### src/rtl/div_unit.sv
// Iterative radix-2 restoring divider for RV32M DIV/DIVU/REM/REMU.
// One quotient bit per cycle, then one sign/special-case fix-up cycle.
// Optional macro DIV_EARLY_OUT_EN: resolves divide-by-zero, signed overflow and
// |rs1| < |rs2| straight from IDLE with a single busy cycle.
module div_unit #(
  parameter int unsigned XLEN = 32
) (
  input  logic            clk,
  input  logic            reset,
  input  logic            op_valid_i,
  input  logic [1:0]      funct3_lo_i,
  input  logic [XLEN-1:0] rs1_i,
  input  logic [XLEN-1:0] rs2_i,
  output logic            busy_o,
  output logic            done_o,
  output logic [XLEN-1:0] result_o
);

  localparam int unsigned CntW = $clog2(XLEN);
  localparam logic [CntW-1:0] CntMax = CntW'(XLEN - 1);
  localparam logic [XLEN-1:0] MinInt = {1'b1, {(XLEN-1){1'b0}}};

  typedef enum logic [1:0] {StIdle, StRun, StFix} state_e;

  state_e          state_q;
  logic [XLEN-1:0] quo_q, rem_q, div_q, rs1_q, result_q;
  logic [CntW-1:0] cnt_q;
  logic [1:0]      op_q;
  logic            q_neg_q, r_neg_q, div0_q, ovf_q, busy_q, done_q;

  logic            is_signed, start_div0, start_ovf, early;
  logic [XLEN-1:0] abs_a, abs_b;
  logic [XLEN:0]   rem_sh;
  logic [XLEN-1:0] rem_sub;
  logic            rem_ge;
  logic [XLEN-1:0] quo_fix, rem_fix, res_fix;

  // Start-cycle operand conditioning and early-out decision.
  always_comb begin
    is_signed  = ~funct3_lo_i[0];
    abs_a      = (is_signed && rs1_i[XLEN-1]) ? -rs1_i : rs1_i;
    abs_b      = (is_signed && rs2_i[XLEN-1]) ? -rs2_i : rs2_i;
    start_div0 = (rs2_i == '0);
    start_ovf  = is_signed && (rs1_i == MinInt) && (rs2_i == '1);
`ifdef DIV_EARLY_OUT_EN
    early      = start_div0 | start_ovf | (abs_a < abs_b);
`else
    early      = 1'b0;
`endif
  end

  // One restoring step: shift {rem, quo} left, subtract divisor if it fits.
  always_comb begin
    rem_sh  = {rem_q, quo_q[XLEN-1]};
    rem_ge  = (rem_sh >= {1'b0, div_q});
    // Only used when rem_ge, so the difference always fits in XLEN bits.
    rem_sub = rem_sh[XLEN-1:0] - div_q;
  end

  // Sign correction, RISC-V special cases and result selection.
  always_comb begin
    quo_fix = (~op_q[0] & q_neg_q) ? -quo_q : quo_q;
    rem_fix = (~op_q[0] & r_neg_q) ? -rem_q : rem_q;
    if (div0_q) begin
      quo_fix = '1;
      rem_fix = rs1_q;
    end else if (ovf_q) begin
      quo_fix = MinInt;
      rem_fix = '0;
    end
    res_fix = op_q[1] ? rem_fix : quo_fix;
  end

  // Control FSM with registered busy/done/result.
  always_ff @(posedge clk) begin
    if (!reset) begin
      state_q  <= StIdle;
      quo_q    <= '0;
      rem_q    <= '0;
      div_q    <= '0;
      rs1_q    <= '0;
      result_q <= '0;
      cnt_q    <= '0;
      op_q     <= '0;
      q_neg_q  <= 1'b0;
      r_neg_q  <= 1'b0;
      div0_q   <= 1'b0;
      ovf_q    <= 1'b0;
      busy_q   <= 1'b0;
      done_q   <= 1'b0;
    end else begin
      done_q <= 1'b0;
      unique case (state_q)
        StIdle: begin
          if (op_valid_i) begin
            op_q    <= funct3_lo_i;
            rs1_q   <= rs1_i;
            div_q   <= abs_b;
            q_neg_q <= is_signed & (rs1_i[XLEN-1] ^ rs2_i[XLEN-1]);
            r_neg_q <= is_signed & rs1_i[XLEN-1];
            div0_q  <= start_div0;
            ovf_q   <= start_ovf;
            cnt_q   <= CntMax;
            busy_q  <= 1'b1;
            if (early) begin
              // Quotient 0 / remainder |rs1|; the fix-up restores rs1's sign.
              quo_q   <= '0;
              rem_q   <= abs_a;
              state_q <= StFix;
            end else begin
              quo_q   <= abs_a;
              rem_q   <= '0;
              state_q <= StRun;
            end
          end
        end
        StRun: begin
          quo_q <= {quo_q[XLEN-2:0], rem_ge};
          rem_q <= rem_ge ? rem_sub : rem_sh[XLEN-1:0];
          cnt_q <= cnt_q - 1'b1;
          if (cnt_q == '0) state_q <= StFix;
        end
        StFix: begin
          result_q <= res_fix;
          busy_q   <= 1'b0;
          done_q   <= 1'b1;
          state_q  <= StIdle;
        end
        default: state_q <= StIdle;
      endcase
    end
  end

  assign busy_o   = busy_q;
  assign done_o   = done_q;
  assign result_o = result_q;

endmodule
### config.mk
export PLATFORM = sky130hd
export DESIGN_NAME = div_unit
export DESIGN_NICKNAME = d
export VERILOG_FILES = /design/src/rtl/div_unit.sv
export SDC_FILE = /design/constraint.sdc
export NUM_CORES = 1
export LEC_CHECK = 0
export CORE_MARGIN = 3
export CORE_UTILIZATION = 48
export DETAILED_ROUTE_END_ITERATION = 10
export PLACE_DENSITY = 0.71
export RECOVER_POWER = 25
export SKIP_LAST_GASP = 1
export SYNTH_ARGS = -nofsm -noshare
export SYNTH_HDL_FRONTEND = slang
export SYNTH_SLANG_ARGS = --single-unit
### constraint.sdc
create_clock -name clk -period 8.21 [get_ports clk]
set_clock_uncertainty 0.2 [all_clocks]
set_input_delay 1.2315 -clock clk [delete_from_list [all_inputs] [get_ports clk]]
set_output_delay 1.2315 -clock clk [all_outputs]
set_load 0.02 [all_outputs]
==> results.cfg <==
[power]
p_leak_nw = 4.884
p_per_area_mw_per_mm2 = 179.1
peakVddDrop_v = 0.0001159

[setup_path]
endpoint_kind = register
slowest_delay_ps = 1950
cp.arrival_ps = 5380
crit_fanout = 65
start_kind = input port
path_cells = dlygate4sd3_1, nor2b_1, nor2b_4, clkbuf_1, nand2_1, nor3_1, nand4_1, o21ai_0
cp_top_family = buffers and inverters
crit_slowest_cell = clkbuf_1
worst-path-buf-inv = 2
required_ps = 8370
crit_type = in2reg

[placed_design]
place_area_mm2 = 0.01250
dp.cells = 1830
finalWeightedCongestion = 0.9852
dp_hpwl_um = 26160
numPortBuffers = 102

[global_route]
grt_max_degree = 71
first_global_vias = 9992
grt_overflow = 0
grt_antenna_before_repair = 0
grt_pass1_wl_um = 55230
grt_usage_pct = 26.70

[layout]
final_common_cell = nand2_1
final_layout_size_suffix_gt1_share_pct = 4.390
seqCellArea_mm2 = 0.003503
fin_cells = 1862
multi_input_comb_area_mm2 = 0.007262
fill_cells = 2249
diodes = 0
areaGrowthSynthToFinish_pct = 14.87
stdcell_area_mm2 = 0.01306
fin_nets = 1645
final_cell_mix = 198 x nand2_1, 175 x dfxtp_1, 167 x a21oi_1, 131 x o21ai_0, 105 x nor2_1

[timing]
finalSetupViolations = 0
hold_ws_ps = 241.5
drv_slew = 149
rsz0062_at_grt = no
tightestPinTransition_ps = 2749
fin_crit_ps = 5225
finalCritPeriodShare_pct = 63.64
clock.fmax_mhz = 191.4
tns_ps = 0
slew_headroom_pct = -83.30
finalHoldViolations = 0

[clock_network]
insertion_delay_ps = 440
htree_levels = 4
clk_path_buf_depth = 2
cts.sinks = 175
postCtsResizedCells = 0
numCtsBuffers = 17
post_cts_buffers = 0
cts_hold_buf = 0
clockRootBuffer = clkbuf_16
cts_tree = built
clk_pin_slew_ps = 70

[detailed_routing]
vias_per_cell = 6.021
post_drt_wl_per_cell_um = 18.81
drc = 0
route.vias.total = 11211
initialDrtViolationCount = 1099
firstDrtPassIters = 6
final_antenna_net_count = 0
wl_um = 35030

[die]
initial_utilization_pct = 49.46
fp.dieW_um = 159.9
io_pins = 103
die_h_um = 159.9
row_count = 55
dieArea_mm2 = 0.02557
coreArea_mm2 = 0.02298

[logic_synthesis]
synth_nets = 1603
ys_seq_elements = 175
async_reset_ff_share_pct = 0
synth.top_cell.area_share_pct = 30.82
yosysTopAreaCell = dfxtp_1
synth-edff-count = 0
yosysWarnings = 0
ys_types = 70
synthTopCellsByArea = dfxtp_1 31%, a21oi_1 7.4%, nand2_1 6.5%, o21ai_0 5.8%, xnor2_1 5.7%
ys_seq_area_share_pct = 30.82
syn_area_mm2 = 0.01137
synth_cells = 1494
synth_ff_type = dfxtp_1
syn_avg_cell_area_um2 = 7.609

[flow_run]
cap_violations = 3

[status]
status = finished, violations left
violations = max-capacitance violations, max-slew violations

[hold_path]
hp-class = reg2reg
[routing by layer]
metal	GRT usage [%]	vias to the layer above	routed length, um
met1	40.08	5281	16570
met4	6.312	0	631
met5	0	-	0
met3	6.278	37	3332
li1	-	5428	-
met2	38.57	465	14490
[synthesized netlist by cell type (3+ instances only)]
cell type and n:
nand2_1 198, dfxtp_1 175, a21oi_1 167, o21ai_0 131, nor2_1 107, clkbuf_1 75
xnor2_1 74, xor2_1 71, inv_1 60, ha_1 39, a211oi_1 32, a22oi_1 29
nor3_1 26, o31ai_1 21, mux2i_1 19, nand2b_1 18, nand3_1 18, nand4_1 17
a22o_1 16, o211ai_1 16, a21o_1 15, a32oi_1 14, nor4_1 14, o21bai_1 14
nor2b_1 11, and3_1 10, o41ai_1 9, buf_1 7, or3_1 7, a31oi_1 6
a311oi_1 5, and2_1 5, or4_1 5, o22ai_1 4, buf_6 3, nand3b_1 3
o21a_1 3, o221ai_1 3
[tightest hold or removal path, stage by stage, from the launching register on]
cell	delay (ps)
dfxtp_1	310
nand2_1	50
nand2_1	40
[where the power goes]
group	switching, mW	internal, mW
Sequential	0.0582	0.902
Combinational	0.351	0.224
Clock	0.372	0.432
[final timing paths]
check	start	slack [ps]	endpoint	cells past startpoint
setup / recovery	op_valid_i	2990	ovf_q	8
hold / removal	result_o[31]	240	result_o[31]	2
setup reg to reg	state_q[0]	3980	ovf_q	7
hold reg to reg	result_o[31]	240	result_o[31]	2
[registers in the layout, indices dropped and copies added, names as in the netlist]
signal and cells:
state_q 2, busy_o 1, div_q 32, quo_q 32, div0_q 1, done_o 1
op_q 2, q_neg_q 1, ovf_q 1, rem_q 32, cnt_q 5, rs1_q 32
r_neg_q 1, result_o 32
[metrics by stage]
step	util (%)	setup WS (ps)	total power, mW
detailed placement	54.39	3715	1.539
global route	56.82	2583	2.448
floorplan	-	4496	1.357
global placement	54.39	3837	1.532
CTS	56.89	4163	2.332
finish	56.82	2985	2.339
[cell families after synthesis]
kind of cell	synth area share [%]
AO/OA/AOI/OAI	27.44
AND/OR/NAND/NOR	18.97
flip-flops	30.82
buffers and inverters	5.459
XOR/XNOR	11.17
adder cells (fa/ha/maj)	4.468
multiplexers	1.673
[final cells by class]
class	instances	area share (%)
well taps	313	2.999
inverters	60	1.725
multi-input cells	1168	55.61
clock buffers	19	3.392
clock inverters	13	0.9965
flip-flops and latches	175	26.83
repair buffers	114	8.451
Note: power is estimated with default switching activity, not from simulation.
==> variant 1: new RTL, config.mk and constraints unchanged <==
Register the output `result_o` once more; this adds one clock of latency there. The other outputs are not delayed to match.
--- a/src/rtl/div_unit.sv
+++ b/src/rtl/div_unit.sv
@@ -133,6 +133,8 @@
 
   assign busy_o   = busy_q;
   assign done_o   = done_q;
-  assign result_o = result_q;
+  always_ff @(posedge clk) begin
+    result_o <= result_q;
+  end
 
 endmodule
Formal check against the unedited RTL: same outputs for any inputs over 10 cycles, from zero or initial values and one cycle with reset low; that may be too few to reach the edited logic, so the function may still have changed.
==> variant 1 against the unedited design <==
- the flow still finishes with violations (max-capacitance violations, max-slew violations)
- wire length increased by 5.0%
- sequential cell count increased by 32
- synthesized cell count increased by 5.4%
- critical path depth decreased by 1
- global-route usage decreased by 0.32 points
- sequential share of layout area increased by 2.4 points
- sequential power increased by 18%
- worst setup slack improved by 370 ps
- cell count increased by 5.3%
- final area increased by 8.5%
- total power increased by 22%
- die area increased by 6.7%
- area after synthesis increased by 7.0%
- critical path type unchanged
- highest routed layer unchanged
==> variant 1: results (changes against the unedited design) <==
Yosys
  – Sequential area share after synthesis: 34.1% (was 30.8%)
  – Xor-xnor portion of the synthesized cell area: 9.80% (was 11.2%)
  – Compound-gate portion of the synthesized area: 24.8% (was 27.4%)
  – Post-synth top cells: 207 x dfxtp_1, 205 x nand2_1, 177 x a21oi_1, 136 x nor2_1, 122 x o21ai_0 (was 198 x nand2_1, 175 x dfxtp_1, 167 x a21oi_1, 131 x o21ai_0, 107 x nor2_1)
  – Post-synthesis mux area share: 2.07% (was 1.67%)
  – Mean Syn Cell Area: 7.72 um^2 (was 7.61 um^2)

Min path
  – Hold worst-path end: result_o[31] (unchanged)
  – Hold_sp: result_q[31] (was result_o[31])

Routing
  – DR vias: 11777 (was 11211)
  – Detailed Route WL: 36800 um (was 35000 um)

Global routing
  – Largest net degree at the start of global routing: 95 (was 71)
  – First-pass GRT wire length: 57600 um (was 55200 um)
  – Number of global-route vias before repair: 10657 (was 9992)

Cells and area
  – Share of cells above drive strength 1: 5.07% (was 4.39%)
  – Nets@finish: 1729 (was 1645)

Placed design
  – Placer congestion estimate: 0.922 (was 0.985)

Worst setup path
  – Critical register-to-register path startpoint: div_q[8] (was state_q[0])
  – Worst setup path startpoint: reset (was op_valid_i)
  – R2R setup slack: 4470 ps (was 3980 ps)
  – Reg2reg end: rem_q[18] (was ovf_q)
  – Crit path DAT: 5100 ps (was 5380 ps)
  – Worst Path Max Fanout: 34 (was 65)
  – Worst path max stage delay: 1180 ps (was 1950 ps)
  – Worst setup endpoint: rem_q[31] (was ovf_q)

Power and ir drop
  – LEAKAGE: 5.35 nW (was 4.88 nW)
  – Peak VDD IR: 0.186 mV (was 0.116 mV)

Run
  – Max-cap violations: 1 (was 3)

Outcome
  – Failing checks: max-capacitance violations, max-slew violations (unchanged)
  – Outcome: complete, but fails checks (unchanged)

STA
  – Slew Limit Fails: 35 (was 149)
  – Worst Tran Pin Value: 1640 ps (was 2750 ps)
  – Tcrit/Tclk final: 59.1% (was 63.6%)
-- variant 1: per-layer routing --
layer | share of wire (%) | track usage, % | vias to the layer above
met5 | 0 | 0 | -
met1 | 46 | 40.6 | 5527
li1 | - | - | 5709
met3 | 9.6 | 3.79 | 57
met4 | 3.0 | 7.82 | 0
met2 | 41 | 37.8 | 484
-- variant 1: area by class of cell --
class	instances	area (um^2)
clock buffer	25	603
clock inverter	17	233
fill	2273	10400
inverter	57	215
multi-input combinational	1214	7440
sequential	207	4140
tap	324	405
timing repair buffer	117	1130
-- variant 1: through the flow --
step                      instance area [um^2]  hold WS [ps]  power, mW
after floorplan                          12200           126       1.54
final                                    14200           151       2.85
after CTS                                14200           152       2.85
after global placement                   13300           133       1.72
after detailed placement                 13300           133       1.73
after global routing                     14200           152       2.96
-- variant 1: power breakdown --
part           total (mW)  leakage [nW]  internal (mW)  switching [mW]
Sequential           1.13          1.69           1.07          0.0666
Combinational       0.586          3.26          0.231           0.355
Clock                1.13         0.404          0.671           0.461
==> variant 2: new RTL, same settings <==
Made on the original files. Change the parameter `XLEN` from 32 to 64.
--- a/src/rtl/div_unit.sv
+++ b/src/rtl/div_unit.sv
@@ -3,7 +3,7 @@
 // Optional macro DIV_EARLY_OUT_EN: resolves divide-by-zero, signed overflow and
 // |rs1| < |rs2| straight from IDLE with a single busy cycle.
 module div_unit #(
-  parameter int unsigned XLEN = 32
+  parameter int unsigned XLEN = 64
 ) (
   input  logic            clk,
   input  logic            reset,
Interface: changed (resized result_o, rs1_i and rs2_i); port bits go from 103 to 199. No check against the original RTL was run, so the function may have changed too.
==> variant 2 against the unedited design <==
- the run still ends with max-capacitance violations, max-slew violations left
- worst setup slack improved by 570 ps
- final area rose by 100%
- global-route usage rose by 4.7 points
- wire length rose by 130%
- sequential share of layout area fell by 1.4 points
- die area rose by 96%
- sequential cell count rose by 161
- cell count rose by 100%
- total power rose by 110%
- area after synthesis rose by 100%
- largest cell class unchanged
- largest power group is now the clock network
==> variant 2: results (changes against the unedited design) <==
Outcome
  – Outcome: complete, but fails checks (unchanged)
  – Failing checks: max-capacitance violations, max-slew violations (unchanged)

Cells and area
  – Fill cell count: 4539 (was 2249)
  – #MultiIn Comb: 2455 (was 1168)
  – Share of cells above drive strength 1: 4.37% (was 4.39%)
  – Sequential cell count: 336 (was 175)
  – Post-Route Utilization: 56.6% (was 56.8%)
  – Nets@finish: 3381 (was 1645)
  – Sequential fraction of total cell area: 25.4% (was 26.8%)
  – Inverters excl. clock: 114 (was 60)
  – Clk_buf instances: 55 (was 19)

Worst setup path
  – Crit path max-delay family: simple AND/OR/NAND/NOR gates (was buffers and inverters)
  – Worst setup endpoint: rem_q[58] (was ovf_q)
  – Worst Path Max Fanout: 63 (was 65)
  – Worst path max stage delay: 1330 ps (was 1950 ps)
  – Reg2reg end: result_o[45] (was ovf_q)

Clock network
  – CTS Buf Count: 40 (was 17)
  – H-tree level count: 2 (was 4)
  – Clk_lat worst skew: 580 ps (was 440 ps)
  – CTS Buffer Depth: 3 (was 2)

Min path
  – Hold_sp: div_q[13] (was result_o[31])

Yosys
  – Syn_nets: 3321 (was 1603)
  – Post-synth top cells: 416 x nand2_1, 396 x a21oi_1, 336 x dfxtp_1, 251 x nor2_1, 250 x o21ai_0 (was 198 x nand2_1, 175 x dfxtp_1, 167 x a21oi_1, 131 x o21ai_0, 107 x nor2_1)
  – Post-synthesis cell type count: 86 (was 70)

Run
  – Max-cap violations: 4 (was 3)

Global routing
  – Met3 Use GR: 4.61% (was 6.28%)
  – Largest net degree at the start of global routing: 241 (was 71)
  – First-pass GRT wire length: 127000 um (was 55200 um)

Routing
  – Initial DRC count: 2274 (was 1099)
  – Met3 wire len: 6350 um (was 3330 um)

Placed design
  – Dpl cells: 3741 (was 1830)
  – Post-DP Area: 25000 um^2 (was 12500 um^2)

Power and ir drop
  – Peak VDD IR: 0.128 mV (was 0.116 mV)
  – LEAKAGE: 10.3 nW (was 4.88 nW)
  – Internal Power: 3.37 mW (was 1.56 mW)
  – NetSw: 1.58 mW (was 781 uW)

STA
  – Slew Limit Fails: 219 (was 149)
  – Worst relative slew slack: -109% (was -83.3%)
[variant 2: logic make-up (layout without fill, tap and decap cells)]
| kind of cell | Yosys count | after routing | share of synthesized area (%) |
|---|---|---|---|
| flip-flops | 336 | 336 | 29.5 |
| AND/OR/NAND/NOR | 1015 | 1015 | 20.8 |
| AO/OA/AOI/OAI | 1071 | 1071 | 28.7 |
| buffers and inverters | 325 | 415 | 5.42 |
| XOR/XNOR | 287 | 287 | 11.0 |
| adder cells (fa/ha/maj) | 72 | 72 | 3.99 |
| multiplexers | 10 | 10 | 0.461 |
[variant 2: tightest hold or removal path: cells and delay by family, from the launching register on]
kind,cells,cell delay (ps)
simple gates,1,50
flops,1,300
compound gates,1,50
[variant 2: stage by stage]
| step | setup WS [ps] | hold slack (ps) |
|---|---|---|
| 2_1_floorplan | 4450 | 231 |
| 3_3_place_gp | 3270 | 239 |
| 3_5_place_dp | 3280 | 247 |
| 4_1_cts | 3680 | 255 |
| 5_1_grt | 3260 | 270 |
| 6_report | 3560 | 252 |
